`config.mk`:
```
export PLATFORM = sky130hd
export DESIGN_NAME = sdram_burst_arbiter
export DESIGN_NICKNAME = d
export VERILOG_FILES = /design/src/rtl/sdram_burst_arbiter.sv
export SDC_FILE = /design/constraint.sdc
export NUM_CORES = 1
export LEC_CHECK = 0
export ABC_AREA = 1
export CAP_MARGIN = 20
export CORE_AREA = 2 2 142 144
export CTS_BUF_LIST = sky130_fd_sc_hd__clkbuf_16
export DETAILED_ROUTE_END_ITERATION = 6
export DIE_AREA = 0 0 144 146
export SETUP_SLACK_MARGIN = 0.1
export SLEW_MARGIN = 20
export SYNTH_ARGS = -nofsm -noshare
export SYNTH_HDL_FRONTEND = slang
export SYNTH_SLANG_ARGS = --single-unit
```
`constraint.sdc`:
```
create_clock -name i_sys_clk -period 5.09 [get_ports i_sys_clk]
set_input_delay 1.018 -clock i_sys_clk [delete_from_list [all_inputs] [get_ports i_sys_clk]]
set_output_delay 1.018 -clock i_sys_clk [all_outputs]
set_load 0.01 [all_outputs]
```
`src/rtl/sdram_burst_arbiter.sv`:
```
// Four-client round-robin burst arbiter (W0, W1, R0, R1) in front of a single
// sdram_core burst port. Grants one whole burst at a time and routes strobes to the owner.
module sdram_burst_arbiter #(
   parameter int ADDR_WIDTH     = 21,
   parameter int MEM_DATA_WIDTH = 32,
   parameter int BUSRT_WIDTH    = 10
) (
   input  logic                                 i_sys_clk,
   input  logic                                 i_sys_rst,
   // client side
   input  logic [1:0]                           i_wr_burst_req,
   input  logic [1:0][BUSRT_WIDTH-1:0]          i_wr_burst_len,
   input  logic [1:0][ADDR_WIDTH-1:0]           i_wr_burst_addr,
   output logic [1:0]                           o_wr_burst_data_req,
   input  logic [1:0][MEM_DATA_WIDTH-1:0]       i_wr_burst_data,
   output logic [1:0]                           o_wr_burst_finish,
   input  logic [1:0]                           i_rd_burst_req,
   input  logic [1:0][BUSRT_WIDTH-1:0]          i_rd_burst_len,
   input  logic [1:0][ADDR_WIDTH-1:0]           i_rd_burst_addr,
   output logic [1:0]                           o_rd_burst_data_valid,
   output logic [MEM_DATA_WIDTH-1:0]            o_rd_burst_data,
   output logic [1:0]                           o_rd_burst_finish,
   // core side
   output logic                                 o_wr_burst_req,
   output logic [BUSRT_WIDTH-1:0]               o_wr_burst_len,
   output logic [ADDR_WIDTH-1:0]                o_wr_burst_addr,
   input  logic                                 i_wr_burst_data_req,
   output logic [MEM_DATA_WIDTH-1:0]            o_wr_burst_data,
   input  logic                                 i_wr_burst_finish,
   output logic                                 o_rd_burst_req,
   output logic [BUSRT_WIDTH-1:0]               o_rd_burst_len,
   output logic [ADDR_WIDTH-1:0]                o_rd_burst_addr,
   input  logic                                 i_rd_burst_data_valid,
   input  logic [MEM_DATA_WIDTH-1:0]            i_rd_burst_data,
   input  logic                                 i_rd_burst_finish,
   output logic                                 o_busy,
   output logic                                 o_len_err
);

   typedef enum logic [2:0] {
      S_IDLE,
      S_WR,
      S_RD,
      S_ZERO,
      S_DONE
   } state_t;

   localparam logic [BUSRT_WIDTH:0] CNT_ONE = {{BUSRT_WIDTH{1'b0}}, 1'b1};
   localparam logic [BUSRT_WIDTH:0] CNT_MAX = {(BUSRT_WIDTH+1){1'b1}};

   state_t                  state_q, state_d;
   logic [1:0]              ptr_q, ptr_d;
   logic [1:0]              gnt_q, gnt_d;
   logic [BUSRT_WIDTH-1:0]  len_q, len_d;
   logic [ADDR_WIDTH-1:0]   addr_q, addr_d;
   logic [BUSRT_WIDTH:0]    cnt_q, cnt_d;
   logic                    lenErr_q, lenErr_d;

   logic [3:0]              reqVec;
   logic [1:0]              winner;
   logic [1:0]              cand;
   logic                    found;
   logic [BUSRT_WIDTH-1:0]  winLen;
   logic [ADDR_WIDTH-1:0]   winAddr;
   logic                    beat;
   logic                    coreFin;
   logic [BUSRT_WIDTH:0]    cntNext;

   assign reqVec = {i_rd_burst_req, i_wr_burst_req};

   // First requester at or after the pointer, wrapping through all four clients.
   always_comb begin
      winner = ptr_q;
      cand   = ptr_q;
      found  = 1'b0;
      for (int k = 0; k < 4; k++) begin
         cand = ptr_q + 2'(k);
         if (!found && reqVec[cand]) begin
            winner = cand;
            found  = 1'b1;
         end
      end
   end

   assign winLen  = winner[1] ? i_rd_burst_len[winner[0]]  : i_wr_burst_len[winner[0]];
   assign winAddr = winner[1] ? i_rd_burst_addr[winner[0]] : i_wr_burst_addr[winner[0]];

   // Core strobes only count while a burst is actually in flight.
   assign beat    = ((state_q == S_WR) && i_wr_burst_data_req) ||
                    ((state_q == S_RD) && i_rd_burst_data_valid);
   assign coreFin = ((state_q == S_WR) && i_wr_burst_finish) ||
                    ((state_q == S_RD) && i_rd_burst_finish);
   assign cntNext = (beat && (cnt_q != CNT_MAX)) ? cnt_q + CNT_ONE : cnt_q;

   always_ff @(posedge i_sys_clk or posedge i_sys_rst) begin
      if (i_sys_rst) begin
         state_q <= S_IDLE;
      end else begin
         state_q <= state_d;
      end
   end

   always_comb begin
      state_d = state_q;
      case (state_q)
         S_IDLE: begin
            if (found) begin
               if (winLen == '0) begin
                  state_d = S_ZERO;
               end else if (winner[1]) begin
                  state_d = S_RD;
               end else begin
                  state_d = S_WR;
               end
            end
         end
         S_WR:    if (i_wr_burst_finish) state_d = S_DONE;
         S_RD:    if (i_rd_burst_finish) state_d = S_DONE;
         S_ZERO:  state_d = S_DONE;
         S_DONE:  state_d = S_IDLE;
         default: state_d = S_IDLE;
      endcase
   end

   always_ff @(posedge i_sys_clk or posedge i_sys_rst) begin
      if (i_sys_rst) begin
         ptr_q    <= 2'd0;
         gnt_q    <= 2'd0;
         len_q    <= '0;
         addr_q   <= '0;
         cnt_q    <= '0;
         lenErr_q <= 1'b0;
      end else begin
         ptr_q    <= ptr_d;
         gnt_q    <= gnt_d;
         len_q    <= len_d;
         addr_q   <= addr_d;
         cnt_q    <= cnt_d;
         lenErr_q <= lenErr_d;
      end
   end

   // The finish-cycle beat is included before comparing against the latched length.
   always_comb begin
      ptr_d    = ptr_q;
      gnt_d    = gnt_q;
      len_d    = len_q;
      addr_d   = addr_q;
      cnt_d    = cntNext;
      lenErr_d = lenErr_q;
      if ((state_q == S_IDLE) && found) begin
         ptr_d  = winner + 2'd1;
         gnt_d  = winner;
         len_d  = winLen;
         addr_d = winAddr;
         cnt_d  = '0;
      end
      if (coreFin && (cntNext != {1'b0, len_q})) begin
         lenErr_d = 1'b1;
      end
   end

   always_comb begin
      o_wr_burst_req        = 1'b0;
      o_rd_burst_req        = 1'b0;
      o_wr_burst_data       = '0;
      o_rd_burst_data       = '0;
      o_wr_burst_data_req   = 2'b00;
      o_wr_burst_finish     = 2'b00;
      o_rd_burst_data_valid = 2'b00;
      o_rd_burst_finish     = 2'b00;
      case (state_q)
         S_WR: begin
            o_wr_burst_req                 = 1'b1;
            o_wr_burst_data                = i_wr_burst_data[gnt_q[0]];
            o_wr_burst_data_req[gnt_q[0]]  = i_wr_burst_data_req;
            o_wr_burst_finish[gnt_q[0]]    = i_wr_burst_finish;
         end
         S_RD: begin
            o_rd_burst_req                   = 1'b1;
            o_rd_burst_data                  = i_rd_burst_data;
            o_rd_burst_data_valid[gnt_q[0]]  = i_rd_burst_data_valid;
            o_rd_burst_finish[gnt_q[0]]      = i_rd_burst_finish;
         end
         S_ZERO: begin
            if (gnt_q[1]) begin
               o_rd_burst_finish[gnt_q[0]] = 1'b1;
            end else begin
               o_wr_burst_finish[gnt_q[0]] = 1'b1;
            end
         end
         default: begin
         end
      endcase
   end

   assign o_wr_burst_len  = len_q;
   assign o_wr_burst_addr = addr_q;
   assign o_rd_burst_len  = len_q;
   assign o_rd_burst_addr = addr_q;
   assign o_busy          = (state_q != S_IDLE);
   assign o_len_err       = lenErr_q;

endmodule

```
# After elaboration in Yosys (flattened, before gate mapping)
# Cells that the tools add are included.
# totals
output_inout_bits,138
inputBits,230
reg_bits,50
# classes
n_reduce_logical,20
n_bitwise,4
addsub,5
magnitude_cmp,7
muxes,47
eq_ne,8
# ops
cell,n
$mux 32,4
$mux 21,5
$mux 10,5
$mux 11,2
$mux 2,9
$lt 2x3->1 const B,4
$pmux 3 s4,1
$add 11x1->11 const B,1
$logic_and 1x1->1,11
$mux 1,11
$ne 11x10->1,1
$ne 11x11->1 const B,1
$logic_not 10->1,1
$mux 3,3
$and 2x2->2,4
$bmux 1 s2,4
$pmux 2 s2,2
$eq 3x2->1 const B,2
$ne 2x2->1 const B,3
$add 2x1->2 const B,2
$add 2x2->2 const B,2
$lt 1x2->1 const B,2
$eq 3x1->1 const B,1
$logic_not 1->1,3
other kinds (6),7

# Depth between registers and ports, before layout
# depth
ltp_word,19
ltp_mapped,22
depth_no_buf,20

# Worst setup path before layout
# Ideal clock, no wire load.
# synth_timing
path_kind,flip-flop to output port
startpoint,register state_q[2]
endpoint,output port o_rd_burst_data[10]
path_slack_ns,2.444
path_buffers,1
path_stages_with_launch,5
t_arrival_ns,1.628
path_cell_list,dfrtp_1 -> nor3_1 -> clkinv_1 -> clkbuf_1 -> nor2_1
# synth_between
elab_chain_cells,2
# synth_lines
element,line_no,rtl
"start, declared",51,"state_t state_q, state_d;"
"start signal, assigned",99,state_q <= state_d;
$eq 3x2->1,172,case (state_q)
$mux 32,172,
"end, declared",21,"output logic [MEM_DATA_WIDTH-1:0] o_rd_burst_data,"
# No other way between the ends.

# Worst setup path in the final report
# layout_timing
startpoint,input port i_wr_burst_req[0]
endpoint,register state_q[1]
# layout_between
elab_chain_cells,19
word_cells_on_any_way,33
classes_between,eq/ne: 1; mux: 24; reduce/logical: 8
# layout_lines
element,line_no,rtl
"start, declared",11,"input logic [1:0] i_wr_burst_req,"
$bmux 1 s2,78,if (!found && reqVec[cand]) begin
$mux 1 (not written as such),78,
$mux 1,78,
$logic_not 1->1,78,
$logic_and 1x1->1,78,
$mux 1,78,
$logic_not 1->1,78,
$logic_and 1x1->1,78,
(+2 left out),-,
$logic_and 1x1->1,78,
$mux 2,78,
$mux 10 (not written as such) (2 in a row),85,assign winLen = winner[1] ? i_rd_burst_len[winner[0]] : i_wr_burst_len[winner[0]];
$mux 10,85,
$logic_not 10->1,108,if (winLen == '0) begin
$mux 2,108,
$mux 3,107,if (found) begin
$pmux 3 s4,105,case (state_q)
# Several ways; a longest one is shown, not always the timed one. The select of a mux whose other input is x is not followed.
# A chain may end at the register's enable or synchronous reset.

==> summary by stage <==
Outcome
The flow ran to the end, and the final reports show no timing, DRC or antenna violations.

Critical path
The kind of start point of the critical path is an input pin. The worst path arrival time is 3.94 ns. The nature of the critical path endpoint is a flip-flop.

The data required time at the worst endpoint is 5.32 ns. The critical path is of the in -> reg type. The largest fanout on the critical path is 65. The worst register-to-register path begins at ptr_q[0]$_DFFE_PP0P_.

The critical path starts at i_wr_burst_req[0].

STA
Dividing the final minimum period by the clock period gives 0.728. After routing, the total negative slack on setup checks comes to 0 ns. Setup repair after global routing left no endpoint under its margin. The number of failing setup endpoints in the final timing report is 0. Measured against its own limit, the worst slew margin works out to 0.342. The measured slew at the worst slew-check pin is 0.984 ns. The final max-slew violation count is 0.

The number of failing hold endpoints at the final stage is 0. Clock skew on the completed layout was measured at 0.00985 ns. The final critical-path required period is 3.70 ns. The final worst hold slack is 0.480 ns. The fmax is 270 MHz.

Yosys
For this run, the register share of the synthesized area comes to 0.266. dfrtp_1 takes more of the synthesized area than any other cell. The per-instance average area after synthesis is 5.82 um^2. The fraction of post-synthesis cell area in the top cell type by area is 0.266. The cell with the most instances after synthesis is nand2_1. The combinational family with the most area after synthesis is simple AND/OR/NAND/NOR gates.

Synthesis inferred 50 register bits. In the synthesized netlist the dominant register cell turns out to be dfrtp_1. The complex-gate fraction of the synthesized area is 0.142.

The net count of the mapped netlist is 1040. Counting every instance in the synthesized netlist gives 809. During synthesis, Yosys emitted a total of 0 warnings. Of the total synthesized cell area, the portion taken by full adders, half adders and majority gates is 0.00266. In the synthesized netlist, the cells that appear most often are nand2_1 (273), nor2_1 (135), inv_1 (65). Yosys mapped a number of flops with a built-in enable equal to 0. The proportion of synthesized area in mux cells is 0. The cell area that synthesis handed to floorplanning was 4710 um^2. The XOR/XNOR share of the synthesized area is 0.0149. In this run, distinct cell masters in the synthesized netlist total 38. The share of synthesized registers carrying an async set or reset is 1.00.

Ranked by total cell area, the synthesized netlist is headed by dfrtp_1 (27%), nand2_1 (22%), nor2_1 (11%), buf_4 (5.9%), o21ai_0 (5.2%). The area fraction in and, or, nand and nor cells after synthesis is 0.419.

Clocking
The clock reaches the later pin of the worst-skew pair after 0.29 ns. The total number of clock tree sinks is 50. Counting along the longest clock path gives a buffer depth of 2.

After clock tree synthesis, the clock-pin slew on the worst setup and hold paths is 0.07 ns. In this run the post-CTS setup repair buffer count came out at 0. CTS built an H-tree with a depth of 2. TritonCTS built the clock tree.

In this run, post-CTS repair resized a total of 0 instances. The number of clock buffers added by TritonCTS is 5. The cell at the root of the clock tree is clkbuf_16. Buffers inserted to repair hold after CTS numbered 0.

Die
The die covers 21000 um^2. The core footprint is 19300 um^2. The die is 146 um tall.

The overall die width is 144 um. The initial utilization of the core area, before any placement, comes to 0.244. During I/O placement, the number of pins put on the boundary was 368.

The number of cell rows is 51.

GRT
The initial antenna violation count was 0. The global-route wire length before repair is 33300 um. Entering global routing, the biggest net connects 66 pins. The final global-route overflow total is 0. The via count of the first global-routing pass is 6027.

The global router's overall resource usage is 0.204.

Detailed routing
After the first detailed-routing iteration, the DRC count stood at 328. The sum of routed wire length over all layers is 22500 um. The first detailed-routing pass ran for 5 iterations. The post-route DRC violation count is 0.

The routed via count is 6199. Dividing the detail-routed via count by the number of cells gives 4.48. Once detail routing completed, the nets flagged for antenna violations numbered 0.

In the final routed layout, each cell accounts on average for 16.2 um.

Placed design
The final RePlAce weighted congestion is 0.855. The count of buffers added on input and output ports is 367. Once detailed placement completed, the half-perimeter wirelength came to 18100 um.

Job
Max-cap violations in this run came to 0.

Final layout
Compared with the post-synthesis result, the final layout area differs by 80.1%. The share of cells above drive strength 1 is 0.0349. Fill cells in the final layout number 2020. The number of nets at the end of the flow is 1349. The repair_antennas step left the layout with diodes totalling 0.

Power
Summed over all cells, the static leakage comes to 3.79 nW. Across the VDD grid, the largest voltage drop is 320 uV. Total power for the finished layout comes to 5.28 mW. For this design the ratio of total power to cell area is 622 nW/um^2.

Worst hold path
The kind of path behind the tightest hold check is reg -> reg. The launch point of the worst hold path is o_len_err$_DFFE_PP0P_.
-- state kept, by name, indices dropped and copies added, names as in the netlist --
name             cells
cnt_q               11
gnt_q                2
o_rd_burst_addr     21
state_q              3
o_len_err            1
ptr_q                2
o_rd_burst_len      10
-- final timing paths --
path / endpoint / slack (ns) / cells past startpoint
max: state_q[1]$_DFFE_PP0P_ / 1.39 / 18
min: o_len_err$_DFFE_PP0P_ / 0.48 / 2
max reg2reg: state_q[1]$_DFFE_PP0P_ / 1.66 / 19
min reg2reg: o_len_err$_DFFE_PP0P_ / 0.48 / 2
max in group asynchronous: cnt_q[7]$_DFF_PP0_ / 3.23 / 3
min in group asynchronous: o_rd_burst_addr[7]$_DFFE_PP0P_ / 1.12 / 2
-- cells in the final DEF (no fill, tap or decap), types with 2 or more instances in the layout --
cell and n:
nor2_1 134, o22ai_1 15, nand2_2 6, xnor2_1 2, nand2_1 273, buf_4 10
a21oi_1 34, o31ai_1 2, clkbuf_16 5, xor2_1 6, nand2_4 2, inv_1 65
o21ai_1 6, nor3_1 3, nand3_1 48, inv_2 5, a22oi_1 2, a31oi_1 10
nand3b_1 7, clkinv_1 3, dfrtp_1 50, clkdlybuf4s50_1 367, o21ai_0 49
-- cell type report --
class / instances / area [um^2] / area share
Tap cell: 265 / 332 / 0.0391
Multi-Input combinational cell: 611 / 2730 / 0.322
Inverter: 73 / 277 / 0.0326
Clock buffer: 5 / 125 / 0.0148
Timing Repair Buffer: 377 / 3750 / 0.442
Clock inverter: 3 / 17.5 / 0.00207
Sequential cell: 50 / 1250 / 0.148
-- stage by stage --
| stage | util | instances | setup WS (ns) | cell area [um^2] |
|---|---|---|---|---|
| global placement | 0.431 | 1376 | 1.21 | 8340 |
| floorplan | - | 809 | 2.44 | 4710 |
| detailed placement | 0.431 | 1376 | 1.12 | 8340 |
| finish | 0.439 | 1384 | 1.39 | 8480 |
| global route | 0.439 | 1384 | 1.01 | 8480 |
| CTS | 0.439 | 1384 | 1.42 | 8480 |
-- kinds of logic (layout without fill, tap and decap cells) --
kind of cell | Yosys count | count (layout)
adders and majority gates | 1 | 1
DFF | 50 | 50
buffers and inverters | 148 | 458
xor gates and xnor gates | 8 | 8
AOI/OAI and AO/OA | 122 | 122
and+or+nand+nor | 480 | 480
-- routing by layer --
metal | track usage | up-vias | wire length (um)
met2 | 0.366 | 295 | 11000
met4 | 0.0627 | 0 | 648
met1 | 0.239 | 2735 | 8890
li1 | - | 3133 | -
met3 | 0.0484 | 36 | 1950
met5 | 0 | - | 0
-- power by group --
part	switching, mW	internal [mW]
clock network	0.156	0.181
logic	2.43	1.65
registers	0.257	0.606
-- worst max-delay path, cell delays in order --
cell and delay, ns:
clkdlybuf4s50_1 0.50, inv_1 0.06, nand2_1 0.05, nand2_1 0.10, o21ai_2 0.23, nand4_2 0.38, nand2_2 0.21, buf_4 0.52
nand2_1 0.11, nand2_1 0.08, nand2_1 0.04, nand2_1 0.11, nand2_1 0.05, nor2_1 0.12, nand3_1 0.11, nand2_1 0.07
nand2_1 0.08, nand2_1 0.07
No activity file was read; power rests on OpenSTA's default activity.
